`src/rtl/universal_shift_reg.sv`:
```
// Universal shift register: manual hold/shift/load plus counted burst shifts, all on the falling clock edge.
// Optional feature macro USR_ROTATE_EN: with rot=1, shifts recirculate the outgoing bit instead of sr_in/sl_in.
module universal_shift_reg #(
  parameter int WIDTH = 8,
  parameter int CNT_W = 4
) (
  input  logic             clk,
  input  logic             reset,
  input  logic [1:0]       s,
  input  logic [WIDTH-1:0] d,
  input  logic             sr_in,
  input  logic             sl_in,
  input  logic             start,
  input  logic             dir,
  input  logic [CNT_W-1:0] cnt,
  input  logic             rot,
  output logic [WIDTH-1:0] q,
  output logic             so_r,
  output logic             so_l,
  output logic             busy,
  output logic             done
);

  typedef enum logic [1:0] {
    IDLE  = 2'd0,
    SHIFT = 2'd1,
    DONE  = 2'd2
  } state_t;

  state_t           state;
  state_t           state_nxt;
  logic [CNT_W-1:0] rem;
  logic             dir_l;
  logic             ins_r;
  logic             ins_l;

  function automatic logic [WIDTH-1:0] shift_r(input logic [WIDTH-1:0] v, input logic b);
    return {b, v[WIDTH-1:1]};
  endfunction

  function automatic logic [WIDTH-1:0] shift_l(input logic [WIDTH-1:0] v, input logic b);
    return {v[WIDTH-2:0], b};
  endfunction

`ifdef USR_ROTATE_EN
  assign ins_r = rot ? q[0]       : sr_in;
  assign ins_l = rot ? q[WIDTH-1] : sl_in;
`else
  logic rot_unused;
  assign rot_unused = rot;
  assign ins_r      = sr_in;
  assign ins_l      = sl_in;
`endif

  assign so_r = q[0];
  assign so_l = q[WIDTH-1];

  always_ff @(negedge clk or posedge reset) begin
    if (reset) state <= IDLE;
    else       state <= state_nxt;
  end

  always_comb begin
    state_nxt = state;
    case (state)
      IDLE:    if (start) state_nxt = (cnt != '0) ? SHIFT : DONE;
      SHIFT:   if (rem == CNT_W'(1)) state_nxt = DONE;
      DONE:    state_nxt = IDLE;
      default: state_nxt = IDLE;
    endcase
  end

  always_comb begin
    busy = (state == SHIFT);
    done = (state == DONE);
  end

  // A start request in IDLE takes priority over the manual mode on that edge.
  always_ff @(negedge clk or posedge reset) begin
    if (reset) begin
      q     <= '0;
      rem   <= '0;
      dir_l <= 1'b0;
    end else begin
      case (state)
        IDLE: begin
          if (start) begin
            if (cnt != '0) begin
              dir_l <= dir;
              rem   <= cnt;
            end
          end else begin
            case (s)
              2'b01:   q <= shift_r(q, ins_r);
              2'b10:   q <= shift_l(q, ins_l);
              2'b11:   q <= d;
              default: q <= q;
            endcase
          end
        end
        SHIFT: begin
          q   <= dir_l ? shift_l(q, ins_l) : shift_r(q, ins_r);
          rem <= rem - CNT_W'(1);
        end
        default: ;
      endcase
    end
  end

endmodule

```
`config.mk`:
```
export PLATFORM = sky130hd
export DESIGN_NAME = universal_shift_reg
export DESIGN_NICKNAME = d
export VERILOG_FILES = /design/src/rtl/universal_shift_reg.sv
export SDC_FILE = /design/constraint.sdc
export NUM_CORES = 1
export LEC_CHECK = 0
export CORE_ASPECT_RATIO = 1.5
export CORE_MARGIN = 5
export CORE_UTILIZATION = 42
export DETAILED_ROUTE_END_ITERATION = 16
export GPL_ROUTABILITY_DRIVEN = 0
export PLACE_DENSITY = 0.75
export SYNTH_ARGS = -nofsm -noshare
export SYNTH_HDL_FRONTEND = slang
export SYNTH_SLANG_ARGS = --single-unit
```
`constraint.sdc`:
```
create_clock -name clk -period 1.78 [get_ports clk]
set_input_delay 0.178 -clock clk [delete_from_list [all_inputs] [get_ports clk]]
set_output_delay 0.178 -clock clk [all_outputs]
set_load 0.005 [all_outputs]
```
==> summary.txt <==
max-slew violations: 0
Worst Skew: 0.00317 ns
boundary pin count: 33
Cell Pwr Density: 1550 nW/um^2
layout cell share with drive strength beyond 1: 55.7%
synth top area cells: dfrtn_1, mux2_2, a311oi_1, a221o_2, ha_1
Clk Latency, worst-skew pair: 0.27 ns
DRT iter0 DRCs: 48
Final ANT Viol Nets: 0
DR vias: 1,198
die area: 3880 um^2
leakage power: 0.822 nW
synthesized area per cell: 9.92 um^2
fill count: 189
Slowest Stage Delay on Critical Path: 0.36 ns
Worst R2R Start: state[0]$_DFFE_NP0P_
worst path bufs/invs: 3
DRT Pass-1 Iters: 4
Clock transition at path regs: 0.05 ns
cts bufs inserted: 3
Worst Path Class, Setup: input port to flip-flop
Die Y: 73.8 um
CP top delay family: simple AND/OR/NAND/NOR gates
Synth top area share: 32.9%
Cells after Synth: 115
Critical Path RT: 1.00 ns
Layout area overhead: 67.9%
status: finished with violations
Sink Count: 15
register area share after synthesis: 32.9%
placed insts: 199
Critical Path AT: 1.60 ns
largest net degree at the start of global routing: 20
critical path cell sequence: buf_6 -> buf_6 -> ha_4 -> nor3b_4 -> or3_4 -> buf_6 -> a221o_2
Crit Path Max Fanout: 8
Final Hold Fails: 0
failing checks: setup timing
final setup vio count: 26
initial core utilization: 43.1%
CP dominant cell by count: buf_6
overall routed net length: 3640 um
maxcap violations: 0
routed len/inst: 17.1 um
total track usage: 20.6%
crit path from: s[1]
CTS max path bufs: 2
r2r setup slk: 0 ns
antenna violations before repair: 0
H-tree depth: 1
first-pass GRT wire length: 5980 um
CTS Root Cell: clkbuf_8
Core Footprint: 2650 um^2
worst flop-to-flop path endpoint: q[1]$_DFFE_NP0P_
number of I/O port buffers: 31
vias in the first global route: 1,247
area leader, netlist: dfrtn_1
worst slew pin tran: 0.600 ns
Mapped Area: 1140 um^2
CTS tree: yes
type of the worst min-delay path: flip-flop to flip-flop
final setup TNS: -7.20 ns
Critical Path End Type: flip-flop
Rows: 23
post-synthesis cell type count: 33
drc violations: 0
pre-CTS setup slack: -1.33 ns
Ant. Diodes: 0
setup ws final: -0.601 ns
hpwl dp: 2520 um
Die Wd: 52.6 um
gr ovfl total: 0
Net Count, Synth: 141
Rel. slew slack: 60.0%
critical path depth: 7
Pwr Total: 0.00297 W
RSZ-0062 raised after global routing: yes
Slowest-stage cell, CP: or3_4
Layout Cells excl Fill: 213
YS warnings: 0
layout net count: 203
worst hold slack: 0.485 ns
Worst setup SP type: input port
number of vias per cell: 5.62
capture point of the worst path: q[1]$_DFFE_NP0P_
FF+latch count, synth: 15
number of hold buffers added after cts: 0
worst r2r path cells: 6
maximum vdd drop: 938 uV
-- Yosys cell counts --
cell / instances
a2111oi_0: 4
a211oi_1: 4
a21oi_1: 7
a221o_1: 2
a221o_2: 6
a221oi_1: 2
a22oi_1: 1
a311oi_1: 8
and2b_1: 4
and2b_2: 1
buf_1: 1
buf_2: 3
buf_4: 2
buf_6: 1
buf_8: 1
clkbuf_1: 3
dfrtn_1: 15
ha_1: 5
inv_1: 6
mux2_2: 9
nand2_1: 4
nand2b_1: 1
nand3_1: 3
nor2_1: 3
nor2b_1: 7
nor3b_1: 1
nor4_1: 2
nor4_2: 2
o211ai_1: 1
o22ai_1: 2
or3_1: 1
or4_1: 2
xnor2_1: 1
-- metal layers --
metal	vias to the layer above	track usage, %	part of all wire [%]
met3	6	3.45	4.2
li1	572	-	-
met2	27	39.9	58
met4	0	5.11	1.4
met5	-	0	0
met1	593	22.2	36
-- registers in the layout (all words and copies together), names as in the netlist --
name	flops
q	8
dir_l	1
state	2
rem	4
-- kinds of logic after synthesis --
| logic type | count (synthesis) | share of synthesized area, % |
|---|---|---|
| adder cells (fa/ha/maj) | 5 | 5.48 |
| AO/OA/AOI/OAI | 37 | 26.5 |
| flip-flops | 15 | 32.9 |
| AND/OR/NAND/NOR | 31 | 17.2 |
| XOR/XNOR | 1 | 0.768 |
| buffers and inverters | 17 | 8.22 |
| multiplexers | 9 | 8.88 |
-- repair_timing --
| item | 4_1_cts | 5_1_grt |
|---|---|---|
| endpoints found under the setup margin | 27 | 27 |
| pin swaps | 6 | 8 |
| gates resized for setup | 96 | 17 |
| hold endpoints to repair | 0 | 0 |
| setup buffers | 7 | 3 |
| gates cloned | 1 | 0 |
-- through the flow --
stage               area, um^2  util (%)
global placement          1700      64.1
global route              1920      72.4
CTS                       1850      69.8
finish                    1920      72.4
detailed placement        1700      64.1
floorplan                 1200         -
-- cells in the final DEF (no fill, tap or decap), drive strengths merged, types with 2 or more instances in the layout --
cell and count:
a2111oi 4, a211oi 4, a21oi 7, a221o 8
a221oi 2, a311oi 8, and2b 5, buf 55
clkbuf 3, clkdlybuf4s50 12, clkinv 2, dfrtn 15
ha 5, inv 5, mux2 9, nand2 4
nand3 3, nor2 3, nor2b 7, nor4 4
o22ai 2, or4 2
-- layout make-up --
| class | count | area, um^2 | area share [%] |
|---|---|---|---|
| multi-input cells | 83 | 822 | 42.9 |
| inverters | 6 | 30.0 | 1.57 |
| clock inverters | 1 | 5.00 | 0.261 |
| flip-flops and latches | 15 | 375 | 19.6 |
| repair buffers | 68 | 596 | 31.1 |
| clock buffers | 3 | 41.3 | 2.16 |
| well taps | 37 | 46.3 | 2.42 |
-- worst min-delay path by stage --
stage / from / to / slack (ns) / cells past startpoint
global placement: rem[3]$_DFFE_NP0P_ / rem[3]$_DFFE_NP0P_ / 0.44 / 1
detailed placement: rem[3]$_DFFE_NP0P_ / rem[3]$_DFFE_NP0P_ / 0.46 / 1
finish: rem[3]$_DFFE_NP0P_ / rem[3]$_DFFE_NP0P_ / 0.48 / 1
global route: rem[0]$_DFFE_NP0P_ / rem[0]$_DFFE_NP0P_ / 0.50 / 1
CTS: rem[3]$_DFFE_NP0P_ / rem[3]$_DFFE_NP0P_ / 0.46 / 1
floorplan: state[1]$_DFFE_NP0P_ / state[0]$_DFFE_NP0P_ / 0.42 / 1
-- worst reg2reg max path, delay by kind of cell, from the launching register on --
kind | cells | cell delay, ns
buffers and inverters | 3 | 0.39
AND/OR/NAND/NOR | 2 | 0.44
flip-flops | 1 | 0.43
AO/OA/AOI/OAI | 1 | 0.35
-- power by group --
| part | total (W) | switching [W] | internal, W |
|---|---|---|---|
| logic | 0.00198 | 0.000847 | 0.00113 |
| clock network | 0.000290 | 0.000135 | 0.000155 |
| registers | 0.000696 | 0.000162 | 0.000534 |
Power figures use the tool's default switching activity.
